===== src/rtl/truth_table_scanner.sv =====
// Sequential truth-table reader for a small combinational block. It steps through every
// input vector, samples the block's output and compares the captured table with a golden one.
module truth_table_scanner #(
  parameter int unsigned N_IN          = 4,
  parameter int unsigned SETTLE_CYCLES = 2
) (
  input  logic                 clk,
  input  logic                 rst_n,
  input  logic                 start,
  input  logic [2**N_IN-1:0]   expected,
  input  logic                 dut_s,
  output logic [N_IN-1:0]      dut_in,
  output logic                 busy,
  output logic                 done,
  output logic [2**N_IN-1:0]   table_out,
  output logic                 match,
  output logic [N_IN:0]        mismatch_count
);

  localparam int unsigned TBL_W = 2**N_IN;
  localparam int unsigned LAST  = TBL_W - 1;
  localparam int unsigned CNT_W = (SETTLE_CYCLES > 1) ? $clog2(SETTLE_CYCLES) : 1;

  typedef enum logic [1:0] {IDLE, SETTLE, SAMPLE, DONE} state_t;

  state_t             state;
  logic [N_IN-1:0]    idx;
  logic [CNT_W-1:0]   cnt;
  logic [TBL_W-1:0]   exp_q;

  // idx is the vector currently presented to the block, so it doubles as dut_in
  assign dut_in = idx;

  always_ff @(posedge clk or negedge rst_n) begin
    if (!rst_n) begin
      state          <= IDLE;
      idx            <= '0;
      cnt            <= '0;
      exp_q          <= '0;
      busy           <= 1'b0;
      done           <= 1'b0;
      match          <= 1'b0;
      table_out      <= '0;
      mismatch_count <= '0;
    end else begin
      done <= 1'b0;
      case (state)
        IDLE: begin
          if (start) begin
            exp_q          <= expected;
            table_out      <= '0;
            mismatch_count <= '0;
            match          <= 1'b0;
            idx            <= '0;
            cnt            <= '0;
            busy           <= 1'b1;
            state          <= SETTLE;
          end
        end
        SETTLE: begin
          if (cnt == CNT_W'(SETTLE_CYCLES - 1)) begin
            cnt   <= '0;
            state <= SAMPLE;
          end else begin
            cnt <= cnt + CNT_W'(1);
          end
        end
        SAMPLE: begin
          table_out[idx] <= dut_s;
          if (dut_s != exp_q[idx]) begin
            mismatch_count <= mismatch_count + (N_IN+1)'(1);
          end
          // the last vector ends the scan; idx is left at its final value
          if (idx == N_IN'(LAST)) begin
            state <= DONE;
          end else begin
            idx   <= idx + N_IN'(1);
            state <= SETTLE;
          end
        end
        DONE: begin
          done  <= 1'b1;
          busy  <= 1'b0;
          match <= (mismatch_count == '0);
          state <= IDLE;
        end
        default: state <= IDLE;
      endcase
    end
  end

endmodule


===== config.mk =====
export PLATFORM = sky130hd
export DESIGN_NAME = truth_table_scanner
export DESIGN_NICKNAME = d
export VERILOG_FILES = /design/src/rtl/truth_table_scanner.sv
export SDC_FILE = /design/constraint.sdc
export NUM_CORES = 1
export LEC_CHECK = 0
export ABC_AREA = 0
export CORE_ASPECT_RATIO = 0.9
export CORE_MARGIN = 2
export CORE_UTILIZATION = 45
export DETAILED_ROUTE_END_ITERATION = 10
export PLACE_DENSITY = 0.69
export RECOVER_POWER = 25
export SLEW_MARGIN = 20
export SYNTH_ARGS = -nofsm -noshare
export SYNTH_HDL_FRONTEND = slang
export SYNTH_SLANG_ARGS = --single-unit

===== constraint.sdc =====
create_clock -name clk -period 3.75 [get_ports clk]
set_clock_uncertainty 0.05 [all_clocks]
set_input_delay 0.5625 -clock clk [delete_from_list [all_inputs] [get_ports clk]]
set_output_delay 0.5625 -clock clk [all_outputs]
set_load 0.01 [all_outputs]

==> results.rst, run 1 <==
.. list-table::
   :header-rows: 1

   * - Metric
     - Value
   * - Skew-Pair Late Insertion Delay
     - between 0.3 and 0.4 ns
   * - Final cell area excluding filler cells
     - 2940 sq um
   * - Synth Net Count
     - 237
   * - Antenna fix cells
     - 0
   * - Post-synthesis sequential element count
     - 47
   * - # IOs
     - 48
   * - Multiplexer area fraction after synthesis
     - 0.182
   * - TritonRoute pass-1 iters
     - 4
   * - Hold_buf cts
     - 0
   * - Area inside the core boundary
     - 4920 sq um
   * - GRT Overall Usage
     - 0.190
   * - Dominant combinational cell family by area after synthesis
     - multiplexers
   * - Cell area after synthesis
     - 2350 sq um
   * - Register share of total power
     - 0.439
   * - Setup slack of the most critical reg-to-reg path
     - 1.21 ns
   * - Antenna Violating Nets Remaining
     - 0
   * - Quantity of I/O buffers inserted on ports
     - 47
   * - Total gr overflow
     - 0
   * - Post-layout nets
     - between 200 and 300
   * - Clock sink count
     - 47
   * - Relative contribution of combinational cells to total power
     - 0.377
   * - Hold Vio Cnt, Final
     - 0
   * - Worst slew margin
     - -0.640
   * - Count of flip-flops with a built-in enable after synthesis
     - 0
   * - Wire length of the first global-routing pass
     - 8510 microns
   * - Total power of the final layout
     - 1.79 mW
   * - Clock Pin Slew Worst Setup and Hold Paths
     - 0.10 ns
   * - Syn. warnings
     - 0
   * - Min-Delay Path Class
     - flop to flop
   * - Measured slew at the worst slew-check pin
     - 2.46 ns
   * - Cts bufs inserted
     - 5
   * - Area grow syn2layout
     - 24.9%
   * - Crit path launch type
     - flop
   * - Cell Pwr Density
     - 610 nW/um^2
   * - Syn Area/Cell
     - 11.1 sq um
   * - Final sum of negative setup slack
     - 0 ns
   * - Number of distinct library cell variants in the gate-level netlist after synthesis
     - 35
   * - Leakage power
     - 1.31 nW
   * - Post-CTS setup-driven buffer insertion count
     - 0
   * - Clock tree root buffer cell
     - sky130_fd_sc_hd__clkbuf_8
   * - Data arrival, critical path
     - 2.71 ns
   * - Final weighted congestion in routability-driven placement
     - 0.848
   * - Peak supply drop
     - 0.486 mV
   * - Data required, critical path
     - 3.93 ns
   * - Number of standard cells after synthesis
     - between 200 and 250
   * - Internal power component
     - 1.19 mW
   * - CTS tree
     - yes
   * - Maximum number of pins on one net before global-route repair
     - 48
   * - Final Max Slew Viols
     - 48
   * - CTS-repair resized insts
     - 0
   * - Drc violations
     - 0
   * - Ys async rst share
     - 1.00
   * - Compound-gate portion of the synthesized area
     - 0.0974
   * - RSZ-0062 raised after global routing
     - no
   * - Avg WL per Cell
     - between 15 and 20 microns
   * - Clk pwr share
     - 0.184
   * - Via/cell ratio
     - 5.56
   * - Number of placement rows
     - 24
   * - Half-perimeter wire length after detailed placement
     - 3460 microns
   * - H-tree levels
     - 2
   * - Post-synthesis simple-gate area fraction
     - 0.151
   * - Die area
     - around 5800 sq um
   * - Fmax
     - 0.394 GHz
   * - Post-detailed-routing wire length
     - 4930 microns
   * - Category of the most critical setup path
     - flop to flop
   * - Endpoint type of the worst setup path
     - flop
   * - Net switching power of the design
     - 0.606 mW
   * - Initial detailed-routing violation count
     - 166
   * - Failing checks
     - capacitance limit, slew limit
   * - Total of endpoints with negative setup slack in the final report
     - 0
   * - Adder and majority cell fraction of the synthesized area
     - 0.0319
   * - Part of the Yosys area used for sequential elements
     - 0.500
   * - Peak fanout along the critical path
     - 15
   * - Switching Fraction
     - 0.338
   * - Starting Density
     - 0.477
   * - Final hold slack
     - roughly 0.44 ns
   * - Cell Area, Placed
     - 2840 sq um
   * - Proportion of layout cells with a drive suffix above 1
     - 0.157
   * - Most used flip-flop cell after synthesis
     - sky130_fd_sc_hd__dfrtp_1
   * - Clock tree buffer depth
     - 2
   * - Status
     - finished with violations
   * - Die Width
     - ~80 microns
   * - Antenna violations before repair
     - 0
   * - Die boundary height
     - 72.6 microns
   * - XOR/XNOR Fraction of Synth Area
     - 0
   * - Max-cap violations
     - 1
   * - Via count of the first global-routing pass
     - ~1700
   * - Shortest clock period the worst path allows after layout
     - 2.54 ns
   * - Total via count after detailed routing
     - 1773
   * - Final worst path period share
     - 0.676
==> flip-flops by register name (all words and copies together), names as in the netlist <==
register and count:
cnt 1, exp_q 16, mismatch_count 5, state 2, done 1, table_out 16
busy 1, match 1, dut_in 4
==> per-stage QoR <==
step           setup slack (ns)  cells   util
4_1_cts                    1.21    319  0.597
3_5_place_dp               1.21    311  0.576
6_report                   1.21    319  0.596
2_1_floorplan              1.47    211      -
3_3_place_gp               1.21    311  0.576
5_1_grt                   0.744    319  0.596
==> worst max-delay path, cell delays in order (launching register included) <==
cell and delay [ns]:
sky130_fd_sc_hd__dfrtp_1 0.72, sky130_fd_sc_hd__mux2_2 0.40, sky130_fd_sc_hd__mux4_2 0.50, sky130_fd_sc_hd__mux2_4 0.34
sky130_fd_sc_hd__o2111ai_1 0.24, sky130_fd_sc_hd__mux2i_1 0.20
==> placed cells by master (no fill, tap or decap), drive strengths merged, types with 3 or more instances in the layout <==
master / count
a22o: 3
and3: 3
clkbuf: 7
clkdlybuf4s50: 46
dfrtp: 47
ha: 6
inv: 6
mux2: 27
mux2i: 6
nand2: 35
nand4: 15
nor2: 7
nor3: 3
o211ai: 10
o21ai: 5
o311ai: 4
==> cell families (layout without fill, tap and decap cells) <==
logic type	after synthesis	in the layout
simple gates	73	73
flops	47	47
mux	35	35
compound gates	31	31
buf+inv	19	62
fa+ha+maj	6	6
==> Yosys cell counts (all sizes together), types with 3 or more instances <==
library cell  instances  area, sq um
nor2                  7         26.3
and3                  3         18.8
mux2                 27          323
nand4                15         93.8
dfrtp                47         1180
inv                   6         22.5
o21ai                 5         25.0
nor3                  3         15.0
a22o                  3         28.8
ha                    6         75.1
clkbuf               12         55.1
o211ai               10         75.1
nand2                35          131
mux2i                 6         60.1
o311ai                4         35.0
==> path summary, 6_finish.rpt <==
path | startpoint | endpoint | cells past startpoint
worst min-delay path | busy$_DFFE_PN0P_ | busy$_DFFE_PN0P_ | 2
worst min register to register | busy$_DFFE_PN0P_ | busy$_DFFE_PN0P_ | 2
worst max-delay path | dut_in[1]$_DFFE_PN0P_ | mismatch_count[3]$_DFFE_PN0P_ | 5
max in group asynchronous | rst_n | mismatch_count[4]$_DFFE_PN0P_ | 1
worst max register to register | dut_in[1]$_DFFE_PN0P_ | mismatch_count[3]$_DFFE_PN0P_ | 5
min in group asynchronous | rst_n | busy$_DFFE_PN0P_ | 1
==> power by group through the flow <==
stage | registers (mW) | clock network, mW | logic, mW
3_5_place_dp | 0.795 | 0 | 0.679
2_1_floorplan | 0.742 | 0 | 0.531
5_1_grt | 0.813 | 0.360 | 0.750
6_report | 0.786 | 0.330 | 0.676
4_1_cts | 0.785 | 0.336 | 0.683
3_3_place_gp | 0.794 | 0 | 0.663
==> metal layers <==
layer,vias up,routed length [microns],GRT usage
met5,-,0,0
met4,0,57,0.0546
met3,6,251,0.0433
met2,51,2110,0.272
met1,860,2510,0.290
li1,856,-,-
==> layout make-up <==
class                           instances  area, sq um
Sequential cell                        47         1180
Multi-Input combinational cell        145         1090
Clock inverter                          2         16.3
Tap cell                               65         81.3
Inverter                                6         22.5
Clock buffer                            6         82.6
Timing Repair Buffer                   48          472
Fill cell                             428         1990
No activity file was read; power rests on OpenSTA's default activity.
==> inputs of run 2 (changes only) <==
- PLACE_DENSITY: 0.69 -> 0.72
- clock period: 3.75 -> 2.1 ns (I/O delays scaled with it)
==> results.rst, run 2 (same netlist as run 1, synthesis figures left out) <==
.. list-table::
   :header-rows: 1

   * - Metric
     - Value
   * - H-tree levels
     - 2
   * - Total via count after detailed routing
     - 1834
   * - Total power of the final layout
     - 3.58 mW
   * - Fmax
     - 0.441 GHz
   * - Least setup slack across all paths after layout
     - -0.166 ns
   * - Cts bufs inserted
     - 5
   * - Number of placement rows
     - 24
   * - Failing checks
     - setup timing
   * - Area inside the core boundary
     - 4920 sq um
   * - Quantity of I/O buffers inserted on ports
     - 47
   * - Category of the most critical setup path
     - flop to flop
   * - Die area
     - 5820 sq um
   * - Worst slew margin
     - 0.213
   * - Slowest-stage cell, CP
     - sky130_fd_sc_hd__mux4_2
   * - Status
     - finished with violations
   * - Data required, critical path
     - 2.27 ns
   * - Die Width
     - 80.2 microns
   * - Number of buffers and inverters on the critical path
     - 1
   * - Total gr overflow
     - 0
   * - Skew-Pair Late Insertion Delay
     - about 0.3 ns
   * - Antenna fix cells
     - 0
   * - Final Max Slew Viols
     - 0
   * - Crit path launch type
     - flop
   * - Largest registers
     - exp_q x16, table_out x16, mismatch_count x5
   * - Avg WL per Cell
     - 15.5 microns
   * - Cell Pwr Density
     - 1140 nW/um^2
   * - Initial detailed-routing violation count
     - 128
   * - CTS tree
     - yes
   * - Number of fillers in the final layout
     - 403
   * - Drc violations
     - 0
   * - Post-layout nets
     - 294
   * - Post-detailed-routing wire length
     - 5160 microns
   * - Total of endpoints with negative setup slack in the final report
     - 5
   * - Proportion of layout cells with a drive suffix above 1
     - 0.238
   * - Half-perimeter wire length after detailed placement
     - 3590 microns
   * - Final sum of negative setup slack
     - -0.434 ns
   * - Hold Vio Cnt, Final
     - 0
   * - Peak fanout along the critical path
     - 3
   * - Register Area
     - 1180 sq um
   * - Leakage power
     - between 1 and 1.5 nW
   * - Max-cap violations
     - 0
   * - Measured slew at the worst slew-check pin
     - 1.18 ns
   * - Clock tree root buffer cell
     - sky130_fd_sc_hd__clkbuf_8
   * - Leading cell types in the layout, fill and taps excluded
     - sky130_fd_sc_hd__dfrtp_1 (46), sky130_fd_sc_hd__clkdlybuf4s50_1 (46), sky130_fd_sc_hd__nand2_1 (35)
   * - Wire length of the first global-routing pass
     - ~8600 microns
   * - Most frequent CP cell
     - sky130_fd_sc_hd__mux2_4
   * - TritonRoute pass-1 iters
     - 4
   * - Area used by multi-input combinational logic
     - 1140 sq um
   * - Category of cells accounting for the largest share of critical-path delay
     - multiplexers
   * - RSZ-0062 raised after global routing
     - yes
   * - Final weighted congestion in routability-driven placement
     - between 0.8 and 0.9
   * - Shortest clock period the worst path allows after layout
     - 2.27 ns
   * - Endpoint type of the worst setup path
     - flop
   * - Delay contributed by the slowest stage of the critical path
     - approximately 0.50 ns
   * - Maximum number of pins on one net before global-route repair
     - 48
   * - Final worst path period share
     - 1.08
   * - GRT Overall Usage
     - 0.192
   * - # IOs
     - 48
   * - Die boundary height
     - around 73 microns
   * - Data arrival, critical path
     - about 2.4 ns
   * - Peak supply drop
     - ~0.69 mV
   * - Clock sink count
     - 47
   * - Share of the core filled with cells
     - 0.636
   * - Via/cell ratio
     - 5.49
   * - Clock Pin Slew Worst Setup and Hold Paths
     - 0.09 ns
   * - Min-Delay Path Class
     - input pin to asynchronous set/reset pin
   * - Starting Density
     - 0.477
   * - Antenna Violating Nets Remaining
     - 0
   * - Via count of the first global-routing pass
     - approximately 1800
   * - Antenna violations before repair
     - 0
   * - Area grow syn2layout
     - 33.3%
   * - Critical-path cell list
     - buf_6 > mux2_4 > mux4_2 > mux2_4 > o2111ai_2 > mux2i_1
   * - Clock tree buffer depth
     - 2
[run 2: changes by cell type in the layout (fill, tap and decap cells not counted), moves of 2 or more]
cell	delta
sky130_fd_sc_hd__buf_4	+11
sky130_fd_sc_hd__buf_6	+2
sky130_fd_sc_hd__mux2i_1	-2
sky130_fd_sc_hd__mux2i_4	+2
sky130_fd_sc_hd__o2111ai_1	-2
sky130_fd_sc_hd__o2111ai_2	+2
[run 2: final timing paths]
check,slack [ns],cells past startpoint,from,end
max reg2reg,-0.17,6,dut_in[1]$_DFFE_PN0P_,mismatch_count[4]$_DFFE_PN0P_
max in group asynchronous,0.94,2,rst_n,dut_in[1]$_DFFE_PN0P_
max,-0.17,6,dut_in[1]$_DFFE_PN0P_,mismatch_count[4]$_DFFE_PN0P_
min reg2reg,0.44,2,busy$_DFFE_PN0P_,busy$_DFFE_PN0P_
min in group clk,0.44,2,busy$_DFFE_PN0P_,busy$_DFFE_PN0P_
min,0.28,2,rst_n,exp_q[14]$_DFFE_PN0P_
[run 2: what timing repair did]
item | CTS | global route
endpoints found under the hold margin | 0 | 0
gates resized for setup | 3 | 7
pin swaps | 3 | 3
buffers inserted | 3 | 0
setup endpoints to repair | 5 | 5
hold buffers | 0 | 0
[run 2: layout make-up]
cell class / instances / share of cell area
sequential: 47 / 0.376
multi-input combinational: 145 / 0.363
timing repair buffer: 63 / 0.192
tap: 65 / 0.0260
clock buffer: 5 / 0.0220
clock inverter: 3 / 0.0140
inverter: 6 / 0.00719
[run 2: where the power goes]
part	leakage, nW	switching (mW)	internal (mW)
sequential	0.608	0.164	1.16
combinational	0.749	0.680	0.910
clock	0.0581	0.313	0.355
total	1.42	1.16	2.43
[run 2: per-stage QoR]
step                std cells  hold WS [ns]  setup WS, ns  instance area [sq um]
CTS                       334        0.0597        -0.153                   3100
finish                    334         0.278        -0.166                   3130
floorplan                 211       -0.0306        -0.117                   2360
detailed placement        323         0.394        -0.146                   2960
global route              334         0.367        -0.256                   3130
global placement          323         0.394       -0.0659                   2960
[run 2: layer usage]
layer	vias up	GRT usage	wire [microns]
met5	-	0	0
met4	0	0.0584	59
met3	5	0.0483	274
met2	53	0.280	2300
met1	887	0.285	2530
li1	889	-	-
==> inputs of run 3 (changes only) <==
- CORE_UTILIZATION: 45 -> 30
- GPL_TIMING_DRIVEN: default -> 0
- PLACE_DENSITY: 0.72 -> 0.51
- SLEW_MARGIN: 20 -> default
==> results.rst, run 3 (same netlist as run 1, synthesis figures left out) <==
.. list-table::
   :header-rows: 1

   * - Metric
     - Value
   * - Status
     - finished with violations
   * - Failing checks
     - setup timing
   * - GRT Overall Usage
     - 0.142
   * - TritonRoute pass-1 iters
     - 4
   * - Wire length of the first global-routing pass
     - 9690 microns
   * - Category of the most critical setup path
     - flop to flop
   * - Peak fanout along the critical path
     - 7
   * - Hold Crit Start
     - busy$_DFFE_PN0P_
   * - Skew-Pair Late Insertion Delay
     - about 0.30 ns
   * - Die boundary height
     - 88.0 microns
   * - Total gr overflow
     - 0
   * - Most frequent CP cell
     - sky130_fd_sc_hd__mux2_4
   * - Final weighted congestion in routability-driven placement
     - slightly above 0.8
   * - Maximum number of pins on one net before global-route repair
     - 25
   * - Peak supply drop
     - 0.332 mV
   * - Drc violations
     - 0
   * - Clock sink count
     - 47
   * - Fmax
     - 0.439 GHz
   * - Hold Vio Cnt, Final
     - 0
   * - H-tree levels
     - 2
   * - Avg WL per Cell
     - 15.5 microns
   * - Depth of the worst register-to-register path
     - 6
   * - Measured slew at the worst slew-check pin
     - 1.34 ns
   * - Cts bufs inserted
     - 5
   * - Cell Pwr Density
     - 1080 nW/um^2
   * - Clock tree buffer depth
     - 2
   * - Setup slack of the most critical reg-to-reg path
     - -0.18 ns
   * - Antenna fix cells
     - 0
   * - Via count of the first global-routing pass
     - between 1500 and 2000
   * - Leakage power
     - 1.38 nW
   * - Instance count along the most critical hold path
     - 2
   * - Total via count after detailed routing
     - ~1900
   * - Least setup slack across all paths after layout
     - -0.176 ns
   * - Post-detailed-routing wire length
     - 5690 microns
   * - Number of fillers in the final layout
     - roughly 750
   * - Max-cap violations
     - 0
   * - Delay contributed by the slowest stage of the critical path
     - 0.50 ns
   * - Starting Density
     - 0.310
   * - Area inside the core boundary
     - 7580 sq um
   * - Setup slack at placement
     - -0.235 ns
   * - Die area
     - 8560 sq um
   * - Largest registers
     - exp_q x16, table_out x16, mismatch_count x5
   * - Area grow syn2layout
     - 32.8%
   * - Quantity of I/O buffers inserted on ports
     - 47
   * - CTS tree
     - yes
   * - Final worst path period share
     - 1.08
   * - End of the worst register-to-register path
     - mismatch_count[4]$_DFFE_PN0P_
   * - # IOs
     - 48
   * - Post-layout nets
     - 297
   * - Critical-path cell list
     - buf_8 > mux2_4 > mux4_2 > mux2_4 > o2111ai_2 > mux2i_1
   * - Endpoint type of the worst setup path
     - flop
   * - Half-perimeter wire length after detailed placement
     - 4120 microns
   * - Crit path launch type
     - flop
   * - Slowest-stage cell, CP
     - sky130_fd_sc_hd__mux4_2
   * - Final Max Slew Viols
     - 0
   * - Startpoint of the lowest-slack register-to-register path
     - dut_in[1]$_DFFE_PN0P_
   * - Clock Pin Slew Worst Setup and Hold Paths
     - 0.08 ns
   * - Final sum of negative setup slack
     - -0.545 ns
   * - Number of placement rows
     - 30
   * - Worst slew margin
     - 0.110
   * - Shortest clock period the worst path allows after layout
     - roughly 2.3 ns
   * - Min-Delay Path Class
     - flop to flop
   * - Via/cell ratio
     - 5.07
   * - Share of the core filled with cells
     - 0.412
   * - Total of endpoints with negative setup slack in the final report
     - 5
   * - Initial detailed-routing violation count
     - 146
   * - Worst Hold Path EP
     - busy$_DFFE_PN0P_
   * - Data arrival, critical path
     - 2.45 ns
   * - RSZ-0062 raised after global routing
     - yes
   * - Proportion of layout cells with a drive suffix above 1
     - 0.207
   * - Data required, critical path
     - 2.27 ns
   * - Antenna Violating Nets Remaining
     - 0
   * - Clock tree root buffer cell
     - sky130_fd_sc_hd__clkbuf_8
   * - Leading cell types in the layout, fill and taps excluded
     - sky130_fd_sc_hd__dfrtp_1 (46), sky130_fd_sc_hd__clkdlybuf4s50_1 (46), sky130_fd_sc_hd__nand2_1 (35)
   * - Die Width
     - between 90 and 100 microns
   * - Antenna violations before repair
     - 0
run 3: cell types whose count changed in the layout (fill, tap and decap cells not counted), sizes merged:
cell	change
buf	-10
bufinv	-1
clkbuf	+13
clkinv	-2
dlygate4sd3	+1
run 3: layer usage:
metal / vias to the layer above / GRT usage / routed length, microns / share of wire
li1: 881 / - / - / -
met1: 914 / 0.205 / 2750 / 0.48
met2: 51 / 0.218 / 2600 / 0.46
met3: 9 / 0.0327 / 260 / 0.046
met4: 0 / 0.0379 / 76 / 0.013
met5: - / 0 / 0 / 0
run 3: final cells by class:
type / count / area, sq um / area share
Buffer: 13 / 76.3 / 0.0244
Clock buffer: 6 / 72.6 / 0.0232
Inverter: 6 / 22.5 / 0.00721
Multi-Input combinational cell: 145 / 1140 / 0.365
Sequential cell: 47 / 1180 / 0.377
Tap cell: 96 / 120 / 0.0385
Timing Repair Buffer: 53 / 515 / 0.165
run 3: where the power goes:
part	total, mW	internal (mW)	switching, mW
Combinational	1.55	0.866	0.688
Sequential	1.32	1.16	0.161
Clock	0.506	0.222	0.283
run 3: worst max path at each step:
| stage | from | to | slack [ns] |
|---|---|---|---|
| 2_1_floorplan | dut_in[1]$_DFFE_PN0P_ | mismatch_count[3]$_DFFE_PN0P_ | -0.12 |
| 3_3_place_gp | rst_n | dut_in[1]$_DFFE_PN0P_ | -0.95 |
| 3_5_place_dp | dut_in[1]$_DFFE_PN0P_ | mismatch_count[4]$_DFFE_PN0P_ | -0.23 |
| 4_1_cts | dut_in[1]$_DFFE_PN0P_ | mismatch_count[3]$_DFFE_PN0P_ | -0.18 |
| 5_1_grt | dut_in[1]$_DFFE_PN0P_ | mismatch_count[3]$_DFFE_PN0P_ | -0.25 |
| 6_report | dut_in[1]$_DFFE_PN0P_ | mismatch_count[4]$_DFFE_PN0P_ | -0.18 |
run 3: metrics by stage:
| step | instances | cell area [sq um] | power, mW | hold WS (ns) |
|---|---|---|---|---|
| after floorplan | 211 | 2360 | 2.28 | -0.0306 |
| after global placement | 354 | 2960 | 2.70 | 0.421 |
| after detailed placement | 355 | 2970 | 2.72 | 0.300 |
| after CTS | 366 | 3110 | 3.39 | 0.435 |
| after global routing | 366 | 3120 | 3.62 | 0.456 |
| final | 366 | 3120 | 3.38 | 0.429 |
run 3: what timing repair did:
action	in CTS	in global routing
endpoints found under the setup margin	20	29
endpoints found under the hold margin	23	0
hold buffers	1	0
buffers inserted	4	0
pin swaps	2	0
resized for setup	7	11
run 3: worst max-delay path, delay by kind of cell, from the launching register on:
| family | cells | cell delay, ns |
|---|---|---|
| compound gates | 1 | 0.22 |
| buf+inv | 1 | 0.15 |
| flops | 1 | 0.43 |
| mux | 4 | 1.34 |
